--- src/rtl/lotr_pkg.sv ---
// Shared ring opcode type plus the MMIO I/O bank word map.
// Latency: none (types, constants and a decode helper only).
// Backpressure: n/a.
package lotr_pkg;

    typedef enum logic [1:0] {
        RD     = 2'd0,
        WR     = 2'd1,
        RD_RSP = 2'd2,
        WR_RSP = 2'd3
    } t_opcode;

    // Word offsets, i.e. byte address [11:2]
    localparam logic [9:0]  MMIO_OUT_BASE      = 10'h000;
    localparam logic [9:0]  MMIO_IN_BASE       = 10'h100;
    localparam logic [9:0]  MMIO_EDGE_BASE     = 10'h180;
    localparam logic [9:0]  MMIO_MASK_BASE     = 10'h1C0;
    localparam logic [31:0] MMIO_UNMAPPED_DATA = 32'hDEAD_BEEF;

    function automatic logic mmio_hit(input logic [9:0] word, input logic [9:0] base, input int idx);
        return word == 10'(int'(base) + idx);
    endfunction

endpackage

--- src/rtl/mmio_in_cond.sv ---
// Conditions one 32-bit board input word: synchroniser, whole-word debounce, rise detect.
// Latency: SYNC_STAGES + DEBOUNCE_CYCLES + 2 cycles from pin change to stable_word.
// Backpressure: none; free-running every cycle.
module mmio_in_cond #(
    parameter int SYNC_STAGES     = 2,
    parameter int DEBOUNCE_CYCLES = 16
) (
    input  logic        core_clk,
    input  logic        rst,
    input  logic [31:0] pin_word,
    output logic [31:0] stable_word,
    output logic [31:0] rise
);

    localparam int              CW      = $clog2(DEBOUNCE_CYCLES + 1);
    localparam logic [CW-1:0]   CNT_MAX = CW'(DEBOUNCE_CYCLES);

    logic [31:0]   sync_q [SYNC_STAGES];
    logic [31:0]   synced;
    logic [31:0]   prev_q;
    logic [31:0]   stable_q;
    logic [CW-1:0] cnt_q;
    logic          load;

    assign synced = sync_q[SYNC_STAGES-1];

    // Only accept when the word is still unchanged this cycle, so a change
    // arriving exactly at saturation can never be loaded unfiltered.
    assign load = (cnt_q == CNT_MAX) && (synced == prev_q);

    always_ff @(posedge core_clk or posedge rst) begin
        if (rst) begin
            for (int s = 0; s < SYNC_STAGES; s++) begin
                sync_q[s] <= '0;
            end
        end else begin
            sync_q[0] <= pin_word;
            for (int s = 1; s < SYNC_STAGES; s++) begin
                sync_q[s] <= sync_q[s-1];
            end
        end
    end

    always_ff @(posedge core_clk or posedge rst) begin
        if (rst) begin
            prev_q <= '0;
            cnt_q  <= '0;
        end else begin
            prev_q <= synced;
            if (synced != prev_q) begin
                cnt_q <= '0;
            end else if (cnt_q != CNT_MAX) begin
                cnt_q <= cnt_q + 1'b1;
            end
        end
    end

    always_ff @(posedge core_clk or posedge rst) begin
        if (rst) begin
            stable_q <= '0;
        end else if (load) begin
            stable_q <= synced;
        end
    end

    assign rise        = load ? (synced & ~stable_q) : '0;
    assign stable_word = stable_q;

endmodule

--- src/rtl/mmio_io_bank.sv ---
// Ring-attached MMIO bank: output registers, debounced inputs, sticky edge capture with mask/IRQ.
// Latency: every RD/WR request answers exactly one cycle later; writes land at end of request cycle.
// Backpressure: none; a request is accepted every valid cycle.
module mmio_io_bank
    import lotr_pkg::*;
#(
    parameter int          NUM_IN          = 2,
    parameter int          NUM_OUT         = 8,
    parameter int          SYNC_STAGES     = 2,
    parameter int          DEBOUNCE_CYCLES = 16,
    parameter logic [31:0] UNMAPPED_DATA   = MMIO_UNMAPPED_DATA
) (
    input  logic                    QClk,
    input  logic                    RstQnnnH,
    input  logic                    F2C_ReqValidQ502H,
    input  t_opcode                 F2C_ReqOpcodeQ502H,
    input  logic [31:0]             F2C_ReqAddressQ502H,
    input  logic [31:0]             F2C_ReqDataQ502H,
    output logic                    F2C_RspValidQ500H,
    output t_opcode                 F2C_RspOpcodeQ500H,
    output logic [31:0]             F2C_RspAddressQ500H,
    output logic [31:0]             F2C_RspDataQ500H,
    input  logic [32*NUM_IN-1:0]    InPins,
    output logic [32*NUM_OUT-1:0]   OutRegs,
    output logic                    IrqPending
);

    logic [9:0]  req_word;
    logic        req_rd;
    logic        req_wr;
    logic [31:0] rd_data;

    logic [31:0] out_q     [NUM_OUT];
    logic [31:0] edge_q    [NUM_IN];
    logic [31:0] mask_q    [NUM_IN];
    logic [31:0] in_stable [NUM_IN];
    logic [31:0] in_rise   [NUM_IN];

    logic        rsp_vld_q;
    t_opcode     rsp_op_q;
    logic [31:0] rsp_addr_q;
    logic [31:0] rsp_data_q;
    logic        irq_any;

    assign req_word = F2C_ReqAddressQ502H[11:2];
    assign req_rd   = F2C_ReqValidQ502H && (F2C_ReqOpcodeQ502H == RD);
    assign req_wr   = F2C_ReqValidQ502H && (F2C_ReqOpcodeQ502H == WR);

    for (genvar g = 0; g < NUM_IN; g++) begin : g_in
        mmio_in_cond #(
            .SYNC_STAGES     (SYNC_STAGES),
            .DEBOUNCE_CYCLES (DEBOUNCE_CYCLES)
        ) u_cond (
            .core_clk    (QClk),
            .rst         (RstQnnnH),
            .pin_word    (InPins[32*g +: 32]),
            .stable_word (in_stable[g]),
            .rise        (in_rise[g])
        );
    end

    // Read mux sees pre-update register state, so a read returns the value
    // as of its own request cycle.
    always_comb begin
        rd_data = UNMAPPED_DATA;
        for (int i = 0; i < NUM_OUT; i++) begin
            if (mmio_hit(req_word, MMIO_OUT_BASE, i)) rd_data = out_q[i];
        end
        for (int i = 0; i < NUM_IN; i++) begin
            if (mmio_hit(req_word, MMIO_IN_BASE, i))   rd_data = in_stable[i];
            if (mmio_hit(req_word, MMIO_EDGE_BASE, i)) rd_data = edge_q[i];
            if (mmio_hit(req_word, MMIO_MASK_BASE, i)) rd_data = mask_q[i];
        end
    end

    always_ff @(posedge QClk or posedge RstQnnnH) begin
        if (RstQnnnH) begin
            for (int i = 0; i < NUM_OUT; i++) begin
                out_q[i] <= '0;
            end
        end else begin
            for (int i = 0; i < NUM_OUT; i++) begin
                if (req_wr && mmio_hit(req_word, MMIO_OUT_BASE, i)) begin
                    out_q[i] <= F2C_ReqDataQ502H;
                end
            end
        end
    end

    // W1C clear is applied before OR-ing in new rises, so a coincident rise survives.
    always_ff @(posedge QClk or posedge RstQnnnH) begin
        if (RstQnnnH) begin
            for (int i = 0; i < NUM_IN; i++) begin
                edge_q[i] <= '0;
                mask_q[i] <= '0;
            end
        end else begin
            for (int i = 0; i < NUM_IN; i++) begin
                if (req_wr && mmio_hit(req_word, MMIO_EDGE_BASE, i)) begin
                    edge_q[i] <= (edge_q[i] & ~F2C_ReqDataQ502H) | in_rise[i];
                end else begin
                    edge_q[i] <= edge_q[i] | in_rise[i];
                end
                if (req_wr && mmio_hit(req_word, MMIO_MASK_BASE, i)) begin
                    mask_q[i] <= F2C_ReqDataQ502H;
                end
            end
        end
    end

    always_ff @(posedge QClk or posedge RstQnnnH) begin
        if (RstQnnnH) begin
            rsp_vld_q  <= 1'b0;
            rsp_op_q   <= RD;
            rsp_addr_q <= '0;
            rsp_data_q <= '0;
        end else begin
            rsp_vld_q <= req_rd || req_wr;
            if (req_rd || req_wr) begin
                rsp_op_q   <= req_rd ? RD_RSP : WR_RSP;
                rsp_addr_q <= F2C_ReqAddressQ502H;
                rsp_data_q <= req_rd ? rd_data : F2C_ReqDataQ502H;
            end
        end
    end

    always_comb begin
        irq_any = 1'b0;
        for (int i = 0; i < NUM_IN; i++) begin
            irq_any = irq_any | (|(edge_q[i] & mask_q[i]));
        end
    end

    for (genvar g = 0; g < NUM_OUT; g++) begin : g_out
        assign OutRegs[32*g +: 32] = out_q[g];
    end

    assign IrqPending          = irq_any;
    assign F2C_RspValidQ500H   = rsp_vld_q;
    assign F2C_RspOpcodeQ500H  = rsp_op_q;
    assign F2C_RspAddressQ500H = rsp_addr_q;
    assign F2C_RspDataQ500H    = rsp_data_q;

endmodule

--- config.mk ---
export PLATFORM = sky130hd
export DESIGN_NAME = mmio_io_bank
export DESIGN_NICKNAME = d
export VERILOG_FILES = /design/src/rtl/lotr_pkg.sv /design/src/rtl/mmio_in_cond.sv /design/src/rtl/mmio_io_bank.sv
export SDC_FILE = /design/constraint.sdc
export NUM_CORES = 2
export LEC_CHECK = 0
export CORE_MARGIN = 5
export CORE_UTILIZATION = 35
export CTS_CLUSTER_SIZE = 28
export DETAILED_ROUTE_END_ITERATION = 8
export PLACE_DENSITY = 0.67
export SLEW_MARGIN = 30
export SYNTH_ARGS = -nofsm -noshare
export SYNTH_HDL_FRONTEND = slang
export SYNTH_SLANG_ARGS = --single-unit
export TNS_END_PERCENT = 5
--- constraint.sdc ---
create_clock -name QClk -period 31.6 [get_ports QClk]
set_clock_uncertainty 0.05 [all_clocks]
set_input_delay 7.9 -clock QClk [delete_from_list [all_inputs] [get_ports QClk]]
set_output_delay 7.9 -clock QClk [all_outputs]
set_load 0.05 [all_outputs]
=== Word level (Yosys, flattened, before mapping) ===
Index checks and enable logic that the tools add are counted.

* Register bits after elaboration: 717
* Bits of input ports: 133
* Output and inout bits: 324
* Logic and storage cells: 111

* Reduce and logical (&&, ||, !) cells: 23
* Equality and inequality tests: 22
* $add $sub $neg: 2
* Multiplexer cells: 24
* Bitwise operators: 14

{| class="wikitable"
|+ Operator list
! operator !! number
|-
| 32-bit 2-to-1 mux || 19
|-
| 32-bit AND || 6
|-
| 32-bit bitwise OR || 4
|-
| 32-bit NOT || 3
|-
| 32-bit equality test || 2
|-
| 32-bit != test || 2
|-
| 32-bit OR reduction || 2
|-
| 10-bit by 9-bit equality test with 1-bit output (second input constant) || 6
|-
| 10-bit by 3-bit equality test with 1-bit output (second input constant) || 4
|-
| 10-bit by 2-bit equality test with 1-bit output (second input constant) || 2
|-
| 5-bit 2-to-1 mux || 4
|-
| 1-bit logical AND || 16
|-
| 5-bit by 1-bit adder with 5-bit output (second input constant) || 2
|-
| 10-bit by 1-bit equality test with 1-bit output (second input constant) || 1
|-
| 5-bit equality test (second input constant) || 2
|-
| 10-bit logical NOT || 1
|-
| 5-bit != test (second input constant) || 2
|-
| 2-bit nonzero test || 2
|-
| 2-bit by 1-bit equality test with 1-bit output (second input constant) || 1
|-
| 2-bit logical NOT || 1
|-
| 1-bit logical OR || 1
|-
| 1-bit 2-to-1 mux || 1
|-
| 1-bit bitwise OR || 1
|}

=== Depth between registers and ports, before layout ===
* Depth after elaboration: 16
* Mapped depth: 10
* Mapped depth without buffers: 7

=== By module ===
A second synthesis with hierarchy kept.

* Cells, all modules: 2472
* Area total of the unflattened synthesis: 31559.0 µm²

{| class="wikitable"
|+ Modules (own cells, without submodules)
! module !! cells an instance !! instances !! area each (µm²)
|-
| mmio_io_bank || 1942 || 1 || 22415.2
|-
| mmio_in_cond || 265 || 2 || 4571.9
|}

=== Worst setup path after synthesis ===
OpenSTA, ideal clock, no wires.

* Kind: input-to-reg
* Start point: input port F2C_ReqAddressQ502H[8]
* End point: register out_q, in the netlist OutRegs[100]
* Data arrival time: 10.044 ns
* Slack: 21.381 ns
* Data required time: 31.425 ns
* Stages on the path: 9
* Cell sequence: buf_6 -> or4_4 -> buf_6 -> or4_4 -> buf_6 -> or3_1 -> buf_6 -> buf_6 -> mux2_4

* Word-level cells in the longest chain between the ends: 2

{| class="wikitable"
|+ RTL lines
! item !! line !! text
|-
| start, declared || mmio_io_bank.sv:17 || <nowiki>input logic [31:0] F2C_ReqAddressQ502H,</nowiki>
|-
| 10-bit by 2-bit equality test with 1-bit output || lotr_pkg.sv:21 || <nowiki>return word == 10'(int'(base) + idx);</nowiki>
|-
| 1-bit logical AND || mmio_io_bank.sv:83 || <nowiki>if (req_wr && mmio_hit(req_word, MMIO_OUT_BASE, i)) begin</nowiki>
|-
| end signal, assigned by index || mmio_io_bank.sv:84 || <nowiki>out_q[i] <= F2C_ReqDataQ502H;</nowiki>
|-
| end, declared || mmio_io_bank.sv:33 || <nowiki>logic [31:0] out_q [NUM_OUT];</nowiki>
|}

Every way passes these cells.
A chain may end at the register's enable or synchronous reset.

=== Final worst setup path ===
* Start point: register mask_q[37] (netlist bit)
* End point: output port IrqPending

* Word-level cells in the longest chain between the ends: 3

{| class="wikitable"
|+ RTL lines
! item !! line !! text
|-
| start, declared || mmio_io_bank.sv:35 || <nowiki>logic [31:0] mask_q [NUM_IN];</nowiki>
|-
| start signal, assigned by index || mmio_io_bank.sv:105 || <nowiki>mask_q[i] <= F2C_ReqDataQ502H;</nowiki>
|-
| 32-bit AND || mmio_io_bank.sv:130 || <nowiki>irq_any = irq_any | (|(edge_q[i] & mask_q[i]));</nowiki>
|-
| 32-bit OR reduction || mmio_io_bank.sv:130 ||
|-
| 1-bit bitwise OR || mmio_io_bank.sv:130 ||
|-
| end, declared || mmio_io_bank.sv:25 || <nowiki>output logic IrqPending</nowiki>
|}

Every way passes these cells.

==> impl_metrics.tcl <==
set metrics [dict create \
    status "finished clean" \
    rsz0062_at_grt "false" \
    cp.required_ps 23650 \
    cts_buffers 81 \
    maxSlewViolCount 0 \
    rows 108 \
    clockRootBuffer "clkbuf_16" \
    core_um2 86900 \
    die_area_um2 93600 \
    cts_buffer_depth 3 \
    tritoncts "done" \
    pwr-share-clk_pct 46.4 \
    ys.flop_type "dfrtp_1" \
    htreeDepth 3 \
    placed_cells 3978 \
    avgSynthCellArea_um2 12.2 \
    synth_warnings 0 \
    p_sw_share_pct 25.6 \
    place_hpwl_um 88400 \
    synth_most_common_cell "dfrtp_1" \
    slowest_delay_ps 770 \
    r2r_cells 6 \
    path_delay_family "simple AND/OR/NAND/NOR gates" \
    crit_slowest_cell "clkdlybuf4s50_1" \
    layout.nets 3045 \
    cts.sink_count 717 \
    layout.cells.non_filler 4130 \
    p_comb_share_pct 8.8 \
    pwr-share-seq_pct 44.8 \
    finalWirelength_um 123000 \
    drt_pass1_iterations 6 \
    max_freq_ghz 0.0872 \
    power_mw 2.15 \
    grt_overflow 0 \
    rrSetupSlack_ps 28640 \
    grt_pass1_wl_um 175000 \
    cap_violations 0 \
    r2r-start "g_in[0].u_cond.synced[27]$_DFF_PP0_" \
    min_delay_worst_endpoint "g_in[1].u_cond.synced[23]$_DFF_PP0_" \
    end_kind "primary output" \
    r2r-end "g_in[0].u_cond.stable_word[17]$_DFFE_PP0P_" \
    worstSetupPathType "flop to primary output" \
    cts_resized 0 \
    worstHoldStart "g_in[1].u_cond.sync_q[55]$_DFF_PP0_" \
    wl_per_cell_um 29.7 \
    crit_chain "a22o_1, a221oi_1, nand4_1, or4_1, clkdlybuf4s50_1" \
    slew_headroom_pct 30.4 \
    syn_area_um2 30700 \
    synthDistinctLibCells 70 \
    hold_violations 0 \
    setup_tns_ps 0 \
    period_share_pct 36.3 \
    antenna_found_initial 9 \
    p_leak_nw 17.3 \
    fin_util_pct 45.2 \
    hold_buffers 0 \
    die_h_um 306 \
    internal_power_mw 1.60 \
    synth_edf_count 0 \
    ant_nets 0 \
    worstPathMaxFanout 3 \
    grt_max_degree 174 \
    finish.instance_area_um2 39300 \
    cp.arrival_ps 3520 \
    drc 0 \
    post_cts_buffers 0 \
    syn_inst 2504 \
    synth_nets 2641 \
    worstMarginPinSlew_ps 1040 \
    ys_seq_elements 717 \
    drtIter0Drc 2763 \
    dpl_cell_area_um2 36400 \
    die_w_um 306 \
    place_congestion 0.998 \
    synth_top_area_share_pct 58.5 \
    whs_path_depth 0 \
    viasPerCell 5.71 \
    insertion_delay_ps 640 \
    num_io_pins 457 \
    clk_pin_slew_ps 60 \
    grt_util_all_layers_pct 25.3 \
    worst_slack_ps 20130 \
    synth_top_area_cell "dfrtp_1" \
    async_flop_share_pct 100 \
    fin_crit_ps 11470 \
    vias 23600 \
    p_sw_mw 0.550 \
    powerDensity_nw_per_um2 54.7 \
    timing.critical_path.buf_inv 1 \
    drive_gt1_share_pct 21.6 \
    hold_path_class "flop to flop" \
    ir_drop_mv 0.0362 \
    io_buffers 456 \
    place_ws_ps 19930 \
    ys_top_cells_by_count "dfrtp_1 (717), mux2_2 (378), nand2_1 (230)" \
    synth-seq-area-share_pct 58.5 \
    start_util_pct 35.3 \
    synth_area_leaders "dfrtp_1 (59%), mux2_2 (14%), nand2_1 (2.8%)" \
    finalSetupViolCount 0 \
    area_growth_syn_to_layout_pct 28.1 \
    holdWs_ps 292 \
    worst_setup_path_start_kind "flop" \
    grt_pass1_vias 23600 \
]
-- routing by layer --
metal  track usage (%)  part of all wire [%]  vias to the layer above  wire, um
met5                 0                 0.018                        -        22
met4              14.1                   6.8                        4      8300
met3              7.52                    11                      356     13000
met2              39.3                    45                     1412     55200
met1              31.9                    38                    11900     46100
li1                  -                     -                     9878         -
-- cell families (layout without fill, tap and decap cells) --
logic type | after synthesis | in the layout | share of synthesized area [%]
adders and majority gates | 4 | 4 | 0.163
DFF | 717 | 717 | 58.5
and+or+nand+nor | 455 | 455 | 6.83
xor gates and xnor gates | 72 | 72 | 2.06
buffers and inverters | 267 | 735 | 3.53
muxes | 433 | 433 | 16.3
other | 0 | 3 | 0
AOI/OAI and AO/OA | 556 | 556 | 12.6
-- power groups by stage --
stage | registers (mW) | logic, mW | clock network (mW)
detailed placement | 0.981 | 0.187 | 0
floorplan | 1.01 | 0.0641 | 0
global route | 0.966 | 0.198 | 1.05
CTS | 0.964 | 0.188 | 1.01
global placement | 0.980 | 0.186 | 0
finish | 0.964 | 0.188 | 0.998
-- final cells by class --
cell class	count	area (um^2)
Inverter	82	320
Multi-Input combinational cell	1520	11700
Fill cell	7847	47600
Sequential cell	717	17900
Timing Repair Buffer	506	5020
Clock inverter	38	508
Tap cell	1155	1450
Antenna cell	3	7.51
Clock buffer	109	2310
-- sequential cells by signal (all words and copies together) (netlist names), 10 cells and up --
| name | flops |
|---|---|
| g_in.u_cond.cnt_q | 10 |
| mask_q | 64 |
| g_in.u_cond.stable_word | 64 |
| g_in.u_cond.sync_q | 64 |
| F2C_RspAddressQ500H | 32 |
| F2C_RspDataQ500H | 32 |
| g_in.u_cond.synced | 64 |
| edge_q | 64 |
| OutRegs | 256 |
| g_in.u_cond.prev_q | 64 |
-- placed cells by master, fill, tap and decap left out, drive strengths merged, types with 5 or more instances in the layout --
master         netlist  routed
o21bai              13      13
nor2b               10      10
nor4                 8       8
nand2              230     230
bufinv               0      10
nor2                72      72
a31oi               25      25
mux2i               20      20
o221a                5       5
a221o                9       9
a22o                19      19
a21oi               94      94
nor3                27      27
o21a                13      13
xnor2               68      68
clkbuf             137     109
nand2b              13      13
clkinv               1      23
o211ai              18      18
a221oi              29      29
a22oi               26      26
clkdlybuf4s50        0     452
o221ai              14      14
inv                 81      84
o21ai              138     138
o22ai               30      30
nand3b              14      14
buf                 48      54
a31o                 5       5
dfrtp              717     717
nand4               23      23
and3                 8       8
mux2               410     410
a32o                66      66
nand3               33      33
a21o                 7       7
a211oi               6       6
-- worst max-delay path by stage --
| stage | start | to | cells after the start |
|---|---|---|---|
| after floorplan | RstQnnnH | F2C_RspAddressQ500H[0]$_DFFE_PP0P_ | 1 |
| after global placement | F2C_ReqOpcodeQ502H[1] | F2C_RspDataQ500H[20]$_DFFE_PP0P_ | 8 |
| after detailed placement | F2C_ReqAddressQ502H[11] | edge_q[43]$_DFF_PP0_ | 7 |
| after CTS | mask_q[37]$_DFFE_PP0P_ | IrqPending | 5 |
| after global routing | mask_q[37]$_DFFE_PP0P_ | IrqPending | 5 |
| final | mask_q[37]$_DFFE_PP0P_ | IrqPending | 5 |
(Power assumes the default switching activity.)
